`src/rtl/alu_drv_pkg.sv`:
```
// rtl/alu_drv_pkg.sv - shared types and widths for the ALU command driver.
package alu_drv_pkg;

  localparam int STATUS_W = 4;
  localparam int TAG_W    = 4;

  typedef enum logic [1:0] {
    IDLE,
    ISSUE,
    CAPTURE
  } drv_state_t;

  // Response entry minus the K-wide result, which the top prepends once K is known.
  typedef struct packed {
    logic [STATUS_W-1:0] status;
    logic [TAG_W-1:0]    tag;
  } rsp_meta_t;

endpackage

```
`src/rtl/alu_rsp_fifo.sv`:
```
// rtl/alu_rsp_fifo.sv - synchronous response FIFO, registered storage, combinational head view.
module alu_rsp_fifo #(
  parameter int W = 16,
  parameter int D = 4
) (
  input  logic                 i_clk,
  input  logic                 i_reset,
  input  logic                 push,
  input  logic [W-1:0]         din,
  input  logic                 pop,
  output logic [W-1:0]         dout,
  output logic                 full,
  output logic                 empty,
  output logic [$clog2(D):0]   count
);

  localparam int AW = $clog2(D);
  localparam logic [AW-1:0] PTR_ONE  = AW'(1);
  localparam logic [AW:0]   CNT_ONE  = (AW+1)'(1);
  localparam logic [AW:0]   FULL_CNT = (AW+1)'(D);

  logic [W-1:0]  mem [D];
  logic [AW-1:0] wr_ptr;
  logic [AW-1:0] rd_ptr;
  logic          do_push;
  logic          do_pop;

  assign full    = (count == FULL_CNT);
  assign empty   = (count == '0);
  assign do_push = push && !full;
  assign do_pop  = pop && !empty;
  assign dout    = empty ? '0 : mem[rd_ptr];

  always_ff @(posedge i_clk) begin
    if (do_push) begin
      mem[wr_ptr] <= din;
    end
  end

  // D is a power of two, so pointers wrap by plain overflow.
  always_ff @(posedge i_clk) begin
    if (!i_reset) begin
      wr_ptr <= '0;
      rd_ptr <= '0;
      count  <= '0;
    end else begin
      if (do_push) wr_ptr <= wr_ptr + PTR_ONE;
      if (do_pop)  rd_ptr <= rd_ptr + PTR_ONE;
      case ({do_push, do_pop})
        2'b10:   count <= count + CNT_ONE;
        2'b01:   count <= count - CNT_ONE;
        default: count <= count;
      endcase
    end
  end

endmodule

```
`src/rtl/alu_cmd_driver.sv`:
```
// rtl/alu_cmd_driver.sv - issues one command at a time to the ALU and queues its result.
// Define ALU_DRV_TAG_EN to store a wrapping 4-bit sequence tag with each response.
module alu_cmd_driver
  import alu_drv_pkg::*;
#(
  parameter int N   = 4,
  parameter int M   = 8,
  parameter int K   = 8,
  parameter int LAT = 1,
  parameter int D   = 4
) (
  input  logic                i_clk,
  input  logic                i_reset,
  input  logic                i_cmd_valid,
  output logic                o_cmd_ready,
  input  logic [N-1:0]        i_cmd_op,
  input  logic [M-1:0]        i_cmd_A,
  input  logic [M-1:0]        i_cmd_B,
  output logic [N-1:0]        o_alu_op,
  output logic [M-1:0]        o_alu_A,
  output logic [M-1:0]        o_alu_B,
  input  logic [K-1:0]        i_alu_result,
  input  logic [STATUS_W-1:0] i_alu_status,
  output logic                o_rsp_valid,
  input  logic                i_rsp_ready,
  output logic [K-1:0]        o_rsp_result,
  output logic [STATUS_W-1:0] o_rsp_status,
  output logic [TAG_W-1:0]    o_rsp_tag
);

  typedef struct packed {
    logic [K-1:0] result;
    rsp_meta_t    meta;
  } rsp_entry_t;

  localparam int ENTRY_W = $bits(rsp_entry_t);
  localparam int CW      = $clog2(D);
  localparam int LW      = (LAT > 1) ? $clog2(LAT) : 1;
  localparam logic [LW-1:0] WAIT_ONE  = LW'(1);
  localparam logic [LW-1:0] WAIT_LAST = LW'(LAT - 1);
  localparam logic [CW:0]   DEPTH     = (CW+1)'(D);

  drv_state_t       state;
  drv_state_t       state_nxt;
  logic [LW-1:0]    wait_cnt;
  logic [TAG_W-1:0] tag;
  logic             accept;
  logic             push;
  logic             pop;
  rsp_entry_t       push_entry;
  rsp_entry_t       head;
  logic [CW:0]      fifo_count;
  logic             fifo_full;
  logic             fifo_empty;

  always_comb begin
    state_nxt   = state;
    o_cmd_ready = 1'b0;
    accept      = 1'b0;
    push        = 1'b0;
    case (state)
      IDLE: begin
        o_cmd_ready = i_reset && (fifo_count < DEPTH);
        accept      = o_cmd_ready && i_cmd_valid;
        if (accept) state_nxt = ISSUE;
      end
      ISSUE: begin
        if (wait_cnt == WAIT_LAST) state_nxt = CAPTURE;
      end
      CAPTURE: begin
        push      = !fifo_full;
        state_nxt = IDLE;
      end
      default: state_nxt = IDLE;
    endcase
  end

  always_ff @(posedge i_clk) begin
    if (!i_reset) begin
      state    <= IDLE;
      wait_cnt <= '0;
      o_alu_op <= '0;
      o_alu_A  <= '0;
      o_alu_B  <= '0;
    end else begin
      state <= state_nxt;
      if (accept) begin
        o_alu_op <= i_cmd_op;
        o_alu_A  <= i_cmd_A;
        o_alu_B  <= i_cmd_B;
        wait_cnt <= '0;
      end else if (state == ISSUE) begin
        wait_cnt <= wait_cnt + WAIT_ONE;
      end
    end
  end

`ifdef ALU_DRV_TAG_EN
  always_ff @(posedge i_clk) begin
    if (!i_reset) begin
      tag <= '0;
    end else if (push) begin
      tag <= tag + TAG_W'(1);
    end
  end
`else
  // A constant-zero tag field folds away, leaving no tag storage.
  assign tag = '0;
`endif

  assign push_entry.result      = i_alu_result;
  assign push_entry.meta.status = i_alu_status;
  assign push_entry.meta.tag    = tag;

  alu_rsp_fifo #(
    .W (ENTRY_W),
    .D (D)
  ) u_fifo (
    .i_clk   (i_clk),
    .i_reset (i_reset),
    .push    (push),
    .din     (push_entry),
    .pop     (pop),
    .dout    (head),
    .full    (fifo_full),
    .empty   (fifo_empty),
    .count   (fifo_count)
  );

  assign o_rsp_valid  = i_reset && !fifo_empty;
  assign pop          = o_rsp_valid && i_rsp_ready;
  assign o_rsp_result = head.result;
  assign o_rsp_status = head.meta.status;
  assign o_rsp_tag    = head.meta.tag;

endmodule

```
`config.mk`:
```
export PLATFORM = sky130hd
export DESIGN_NAME = alu_cmd_driver
export DESIGN_NICKNAME = d
export VERILOG_FILES = /design/src/rtl/alu_drv_pkg.sv /design/src/rtl/alu_rsp_fifo.sv /design/src/rtl/alu_cmd_driver.sv
export SDC_FILE = /design/constraint.sdc
export NUM_CORES = 1
export LEC_CHECK = 0
export CORE_MARGIN = 2
export CORE_UTILIZATION = 53
export DETAILED_ROUTE_END_ITERATION = 10
export GPL_TIMING_DRIVEN = 0
export MAX_ROUTING_LAYER = met4
export PLACE_DENSITY = 0.86
export SETUP_SLACK_MARGIN = 0.3
export SLEW_MARGIN = 0
export SYNTH_ARGS = -nofsm -noshare
export SYNTH_HDL_FRONTEND = slang
export SYNTH_SLANG_ARGS = --single-unit
```
`constraint.sdc`:
```
create_clock -name i_clk -period 5.9 [get_ports i_clk]
set_input_delay 1.18 -clock i_clk [delete_from_list [all_inputs] [get_ports i_clk]]
set_output_delay 1.18 -clock i_clk [all_outputs]
set_load 0.01 [all_outputs]
```
==> results.cfg, run 1 <==
[clock_network]
clockBufferDepth = 2
clk_pin_slew_ns = 0.08
cts.htree.levels = 3
post_cts_buffers = 0
hold_buffers = 0
cts_tree = done
ctsResizeCount = 0
numCtsBuffers = 9
cts-root-buf = clkbuf_8
cts.sinks = 80
insertion_delay_ns = 0.34

[timing]
tightest_slew_ns = 0.6339
slew_viol_final = 0
rsz0062_at_grt = no
holdWs_ns = 0.4543
finalHoldViolations = 0
finClkSkew_ns = 0.007080
fin_setup_tns_ns = 0
fmax_mhz = 270.5
finalCritPeriodShare_pct = 62.65
fin_crit_ns = 3.696
maxSlewHeadroom_pct = 57.74
setup_viol = 0

[routing]
ant_nets = 0
drtIter0Drc = 101
drcViolationCount = 0
routedWlPerCell_um = 15.48
vias = 2042
drt-total-wl_um = 6162
vias_per_cell = 5.131
first_pass_iters = 5

[worst_setup_path]
path_cells = buf_2 -> nor4b_4 -> buf_2 -> clkdlybuf4s50_1
crit_type = input port to primary output
end_kind = primary output
rrSetupSlack_ns = 3.67
reg2regPathDepth = 9
cp-endpoint = o_cmd_ready
reg2reg_to = u_fifo.count[2]$_SDFFE_PN0P_
cp.required_ns = 4.72
crit_path_max_fanout = 10
slowest_delay_ns = 0.57
startpoint = i_reset
cp-start-kind = input port
cp.arrival_ns = 2.52
cpMostUsedCell = buf_2
crit_slowest_cell = clkdlybuf4s50_1
r2r_start = u_fifo.count[0]$_SDFFE_PN0P_

[synthesis]
syn_area_per_cell_um2 = 13.41
netlist-cell-type-count = 29
synth_area_um2 = 3166
yosys_warnings = 0
ys_seq_area_share_pct = 65.77
ys_ff_latch = 80
syn_inst = 236

[placement]
port_buffers = 68
gp_congestion = 0.7203
dp_hpwl_um = 4159

[power]
power_density_nw_per_um2 = 272.1
peakVddDrop_v = 0.0002021
cellLeakagePower_nw = 1.398

[status]
outcome = complete, no violations

[floorplan]
die_w_um = 81.29
die_area_um2 = 6607
core_area_um2 = 5851
initial_core_util_pct = 54.11
die_h_um = 81.29
rows = 28
ios = 74

[grt]
antenna_found_initial = 0
grt_pass1_wl_um = 9998
grt_use_total_pct = 21.13
gr-total-overflow = 0
grt_pass1_vias = 2132
grt_max_degree = 16

[cells_and_area]
nets = 360
area_growth_pct = 31.26
antennaDiodeCount = 0
drive_above_1_share_pct = 12.69
fillers = 398

[flow_run]
drv_cap = 0

[hold_path]
hold_class = flip-flop to flip-flop
-- sequential cells by signal (all words and copies together) (netlist names), named ones only --
name           flops
u_fifo.rd_ptr      2
state              2
wait_cnt           1
u_fifo.mem        48
o_alu_op           4
u_fifo.wr_ptr      2
u_fifo.count       3
o_alu_A            8
o_alu_B            8
-- cells in the mapped netlist (all sizes together) --
cell	instances	area share [%]
o31ai	1	0.24
mux2i	2	0.63
edfxtp	48	46
nor2	7	0.83
mux4	12	8.5
a21oi	4	0.63
conb	1	0.12
ha	5	2.0
xor2	3	0.83
or3	2	0.40
and2	5	0.99
nand3	20	3.2
inv	8	0.95
xnor2	1	0.28
clkbuf	6	0.71
a311oi	1	0.47
nand2	27	3.2
nor2b	13	2.6
buf	11	2.1
o21ai	22	3.5
fa	1	0.63
nor4b	2	1.0
dfxtp	32	20
nor3	2	0.47
-- critical path: cells and delay by family --
kind / cells / cell delay, ns
buf+inv: 3 / 1.01
simple gates: 1 / 0.32
-- cells in the final DEF (no fill, tap or decap), drive strengths merged, types with 7 or more instances in the layout --
master,count
clkdlybuf4s50,68
edfxtp,48
dfxtp,32
nand2,27
o21ai,22
nand3,20
clkbuf,15
nor2b,13
mux4,12
buf,11
inv,10
nor2,7
-- report_power, final --
part	internal, mW	leakage, nW	switching (mW)	total, mW
Clock	0.200	0.0964	0.200	0.400
Sequential	0.606	0.694	0.00889	0.615
Combinational	0.0652	0.607	0.0504	0.116
Total	0.871	1.40	0.260	1.13
-- worst min path at each step --
stage / depth (start not counted) / end / slack [ns] / start
floorplan: 1 / state[1]$_SDFFE_PN0P_ / 0.44 / wait_cnt$_SDFFE_PP0N_
global placement: 2 / o_alu_op[2]$_SDFFE_PN0P_ / 0.43 / o_alu_op[2]$_SDFFE_PN0P_
detailed placement: 2 / o_alu_B[2]$_SDFFE_PN0P_ / 0.45 / o_alu_B[2]$_SDFFE_PN0P_
CTS: 2 / o_alu_B[2]$_SDFFE_PN0P_ / 0.46 / o_alu_B[2]$_SDFFE_PN0P_
global route: 2 / o_alu_B[2]$_SDFFE_PN0P_ / 0.47 / o_alu_B[2]$_SDFFE_PN0P_
finish: 2 / o_alu_B[2]$_SDFFE_PN0P_ / 0.45 / o_alu_B[2]$_SDFFE_PN0P_
-- through the flow --
step	setup slack (ns)	power [mW]	cells	util (%)	area (µm²)
floorplan	2.900	0.6761	239	-	3177
global placement	2.215	0.7398	382	67.54	3951
detailed placement	2.201	0.7431	382	67.54	3951
CTS	2.176	1.140	398	71.02	4155
global route	2.124	1.173	398	71.02	4155
finish	2.204	1.131	398	71.02	4155
-- cell families after synthesis --
group | after synthesis | share of synthesized area [%]
AO/OA/AOI/OAI | 28 | 4.822
XOR/XNOR | 4 | 1.107
adder cells (fa/ha/maj) | 6 | 2.609
buffers and inverters | 25 | 3.755
flip-flops | 80 | 65.77
multiplexers | 14 | 9.170
other | 1 | 0.1185
AND/OR/NAND/NOR | 78 | 12.65
-- per-layer routing --
metal  track usage, %  wire (µm)  vias up
met5                -          0        -
li1                 -          -      997
met1            24.77       2482      963
met3            5.222        437        9
met4            9.153         99        0
met2            34.67       3143       73
-- cell type report --
class / count / area, µm² / share of cell area [%]
flip-flops and latches: 80 / 2082 / 50.11
multi-input cells: 134 / 975.9 / 23.49
repair buffers: 68 / 680.7 / 16.38
clock buffers: 9 / 123.9 / 2.981
well taps: 75 / 93.84 / 2.258
plain buffers: 17 / 88.84 / 2.138
clock inverters: 7 / 80.08 / 1.927
inverters: 8 / 30.03 / 0.7227
No activity file was read; power rests on OpenSTA's default activity.
==> run 2, diff against run 1 <==
- CORE_UTILIZATION: 53 -> 49
- PLACE_DENSITY: 0.86 -> 0.81
- clock period: 5.9 -> 3.79 ns (I/O delays scaled with it)
==> run 2 against run 1 <==
  * Clock skew fell by 0.0023 ns
  * Non-clock buffer count stayed put
  * Highest routed layer unchanged
  * Critical path depth did not move
  * Count of clock-buffer cells in the layout unchanged
  * Critical endpoint is now o_rsp_result[5]
  * Sequential share of layout area rose by 0.060 points
  * Setup slack worse by 1.5 ns
==> results.cfg, run 2 (same netlist as run 1, synthesis figures left out) <==
[timing]
fin_crit_ns = 3.051
fin_ws_ns = 0.7389
finalCritPeriodShare_pct = 80.50
maxSlewHeadroom_pct = 57.23
rsz0062_at_grt = no
setup_viol = 0
finClkSkew_ns = 0.004745
fmax_mhz = 327.8
slew_viol_final = 0
finalHoldViolations = 0
fin_setup_tns_ns = 0
tightest_slew_ns = 0.6416

[routing]
vias_per_cell = 5.170
route.met3.wl_um = 440
route.met2.wl_um = 2672
drt-total-wl_um = 5772
wl_met1_um = 2553
drcViolationCount = 0
dr.max_layer_used = met4
routedWlPerCell_um = 14.43
vias = 2068
first_pass_iters = 4
ant_nets = 0
drtIter0Drc = 128

[grt]
grt_use_total_pct = 18.10
grt_pass1_vias = 2020
grt_max_degree = 15
antenna_found_initial = 0
grt_pass1_wl_um = 9701
gr-total-overflow = 0

[power]
peakVddDrop_v = 0.0002590
cellLeakagePower_nw = 1.386
power_density_nw_per_um2 = 418.6
finalPower_mw = 1.737

[clock_network]
numCtsBuffers = 9
hold_buffers = 0
clockBufferDepth = 2
ctsResizeCount = 0
insertion_delay_ns = 0.34
cts.sinks = 80
cts.htree.levels = 3
cts-root-buf = clkbuf_8
cts_tree = done
post_cts_buffers = 0
clk_pin_slew_ns = 0.08

[worst_setup_path]
crit_path_max_fanout = 10
cp.arrival_ns = 2.29
reg2regPathDepth = 9
reg2reg_to = u_fifo.count[2]$_SDFFE_PN0P_
rrSetupSlack_ns = 1.64
crit_type = flip-flop to primary output
cp-start-kind = flip-flop
end_kind = primary output
r2r_start = u_fifo.count[1]$_SDFFE_PN0P_
cp.required_ns = 3.03

[cells_and_area]
antennaDiodeCount = 0
drive_above_1_share_pct = 12.38
fillers = 485
final_cell_mix = clkdlybuf4s50_1 (68), edfxtp_1 (48), dfxtp_1 (32)
final_common_cell = clkdlybuf4s50_1
final_cells = 400
regMostFlops = u_fifo.mem
largest_reg_flops = 48
area_growth_pct = 31.11
nets = 360
top_regs = u_fifo.mem x48, o_alu_A x8, o_alu_B x8

[flow_run]
drv_cap = 0

[placement]
port_buffers = 68
dp_hpwl_um = 4026
dp.cells = 384
dp_worst_setup_slack_ns = 0.9467
gp_congestion = 0.7152

[floorplan]
rows = 29
ios = 74
die_h_um = 84.38
initial_core_util_pct = 50.14
die_w_um = 84.38
die_area_um2 = 7119
core_area_um2 = 6314

[hold_path]
hold_class = flip-flop to flip-flop
worstHoldPathCells = 2
hold_start = o_alu_op[2]$_SDFFE_PN0P_
min_to = o_alu_op[2]$_SDFFE_PN0P_

[status]
outcome = complete, no violations
[run 2: how the worst max path moves through the flow]
stage	slack (ns)	endpoint	start
CTS	0.69	o_rsp_result[5]	flip-flop
global route	0.62	o_rsp_result[0]	u_fifo.count[2]$_SDFFE_PN0P_
finish	0.74	o_rsp_result[5]	flip-flop
floorplan	1.31	u_fifo.count[2]$_SDFFE_PN0P_	i_reset
detailed placement	0.95	o_cmd_ready	i_reset
global placement	0.94	o_cmd_ready	i_reset
[run 2: worst max-delay path: stages (launching register included)]
cell and delay [ns]:
dfxtp_1 0.37, buf_1 0.52, mux4_2 0.42, nor2b_1 0.14
clkdlybuf4s50_1 0.49
[run 2: cell type report]
cell class / count / area [µm²] / share of cell area [%]
well taps: 77 / 96.34 / 2.321
plain buffers: 17 / 88.84 / 2.140
clock buffers: 9 / 123.9 / 2.985
repair buffers: 68 / 680.7 / 16.40
multi-input cells: 134 / 975.9 / 23.52
clock inverters: 7 / 72.57 / 1.749
inverters: 8 / 30.03 / 0.7235
flip-flops and latches: 80 / 2082 / 50.17
[run 2: through the flow]
step | hold slack [ns] | util (%) | cell area, µm²
global route | 0.4801 | 65.74 | 4150
finish | 0.4562 | 65.74 | 4150
floorplan | 0.4418 | - | 3177
CTS | 0.4583 | 65.74 | 4150
detailed placement | 0.4473 | 62.62 | 3954
global placement | 0.4338 | 62.62 | 3954
[run 2: routing by layer]
metal | vias up | global-route usage, %
met5 | - | -
met4 | 0 | 6.926
met3 | 11 | 5.015
met2 | 82 | 26.77
met1 | 977 | 24.09
li1 | 998 | -
[run 2: report_power, final]
part           leakage [nW]  switching (mW)  internal [mW]  total (mW)
clock network        0.0851           0.299          0.302       0.602
registers             0.694          0.0138          0.943       0.957
logic                 0.607          0.0771          0.101       0.178
total                  1.39           0.390           1.35        1.74
==> run 3, diff against run 2 <==
- clock period: 3.79 -> 2.87 ns (I/O delays scaled with it)
==> run 3 against run 2 <==
  * Via count rose by 0.15%
  * Critical path depth is the same
  * Core utilization rose by 0.28 points
  * Clock skew hardly changed
  * Critical path type unchanged
  * Sequential power up 32%
  * Register-to-register slack got worse by 0.96 ns
==> results.cfg, run 3 (same netlist as run 1, synthesis figures left out) <==
[placement]
dp_hpwl_um = 4026
dp.cells = 384
gp_congestion = 0.7152
port_buffers = 68
place_area_um2 = 3954

[cells_and_area]
area_growth_pct = 31.66
regMostFlops = u_fifo.mem
fillers = 480
final_common_cell = clkdlybuf4s50_1
final_cell_mix = clkdlybuf4s50_1 (58), edfxtp_1 (48), dfxtp_1 (31)
drive_above_1_share_pct = 13.31
nets = 360
fin_area_um2 = 4168
final_cells = 400
largest_reg_flops = 48
antennaDiodeCount = 0
top_regs = u_fifo.mem x48, o_alu_A x8, o_alu_B x8

[clock_network]
clockBufferDepth = 2
cts_tree = done
clk_pin_slew_ns = 0.08
post_cts_buffers = 0
insertion_delay_ns = 0.34
cts-root-buf = clkbuf_8
numCtsBuffers = 9
cts.htree.levels = 3
hold_buffers = 0
cts.sinks = 80

[floorplan]
die_h_um = 84.38
core_area_um2 = 6314
die_w_um = 84.38
die_area_um2 = 7119
initial_core_util_pct = 50.14
rows = 29
ios = 74

[routing]
ant_nets = 0
routedWlPerCell_um = 14.46
drtIter0Drc = 126
vias_per_cell = 5.178
drcViolationCount = 0
vias = 2071
first_pass_iters = 4
drt-total-wl_um = 5785

[timing]
fin_crit_ns = 2.454
tightest_slew_ns = 0.6417
finClkSkew_ns = 0.004630
setup_viol = 0
finalHoldViolations = 0
maxSlewHeadroom_pct = 57.22
fin_setup_tns_ns = 0
slew_viol_final = 0
holdWs_ns = 0.4567
fmax_mhz = 407.6
finalCritPeriodShare_pct = 85.49
rsz0062_at_grt = no

[status]
outcome = complete, no violations

[grt]
grt_use_total_pct = 18.14
grt_max_degree = 15
grt_pass1_vias = 2029
gr-total-overflow = 0
grt_pass1_wl_um = 9735
antenna_found_initial = 0

[power]
cellLeakagePower_nw = 1.449
power_density_nw_per_um2 = 550.6
peakVddDrop_v = 0.0003418
finalPower_mw = 2.295

[worst_setup_path]
end_kind = primary output
cp-start-kind = flip-flop
cp.arrival_ns = 1.88
crit_path_max_fanout = 10
rrSetupSlack_ns = 0.68
crit_type = flip-flop to primary output
cp.required_ns = 2.30

[hold_path]
hold_class = flip-flop to flip-flop

[flow_run]
drv_cap = 0
-- run 3: changes by cell type in the layout (fill, tap and decap cells not counted) --
cell,before,now
dlygate4sd2_1,0,10
dfxtp_4,0,1
buf_1,1,0
buf_12,0,1
clkbuf_1,6,5
nor3_2,1,0
clkbuf_4,0,1
nor3_4,0,1
dfxtp_1,32,31
clkdlybuf4s50_1,68,58
-- run 3: critical path: stages, from the launching register on --
cell	delay (ns)
dfxtp_1	0.36
nor3_4	0.32
clkbuf_4	0.29
nor2_1	0.07
clkdlybuf4s50_1	0.50
-- run 3: report_power, final --
| part | leakage [nW] | switching (mW) | internal, mW |
|---|---|---|---|
| Sequential | 0.695 | 0.0191 | 1.25 |
| Clock | 0.0851 | 0.395 | 0.399 |
| Combinational | 0.669 | 0.102 | 0.134 |
| Total | 1.45 | 0.516 | 1.78 |
-- run 3: final cells by class --
type	count	area [µm²]	area share [%]
Sequential cell	80	2086	50.04
Inverter	8	30.03	0.7205
Clock inverter	7	72.57	1.741
Tap cell	77	96.34	2.312
Buffer	17	108.9	2.612
Clock buffer	9	123.9	2.972
Timing Repair Buffer	68	668.1	16.03
Multi-Input combinational cell	134	982.2	23.57
-- run 3: through the flow --
| step | worst slack, ns | utilization (%) |
|---|---|---|
| final | 0.4164 | 66.01 |
| after global routing | 0.3041 | 66.01 |
| after CTS | 0.3262 | 66.01 |
| after detailed placement | 0.2740 | 62.62 |
| after global placement | 0.3135 | 62.62 |
| after floorplan | 0.5745 | - |
-- run 3: final timing paths --
check	start	endpoint	cells after the start
worst max-delay path	u_fifo.count[1]$_SDFFE_PN0P_	o_rsp_valid	4
worst min-delay path	o_alu_op[2]$_SDFFE_PN0P_	o_alu_op[2]$_SDFFE_PN0P_	2
worst max register to register	u_fifo.count[0]$_SDFFE_PN0P_	u_fifo.count[2]$_SDFFE_PN0P_	9
worst min register to register	o_alu_op[2]$_SDFFE_PN0P_	o_alu_op[2]$_SDFFE_PN0P_	2
-- run 3: layer usage --
metal / vias to the layer above / GRT usage, % / wire length (µm)
met5: - / - / 0
met4: 0 / 6.926 / 75
met3: 10 / 4.916 / 457
met2: 82 / 26.91 / 2704
met1: 979 / 24.17 / 2548
li1: 1000 / - / -
-- run 3: timing repair --
action                     4_1_cts  5_1_grt
gates resized for setup         20        0
pin swaps                        0        2
setup endpoints to repair       12        2
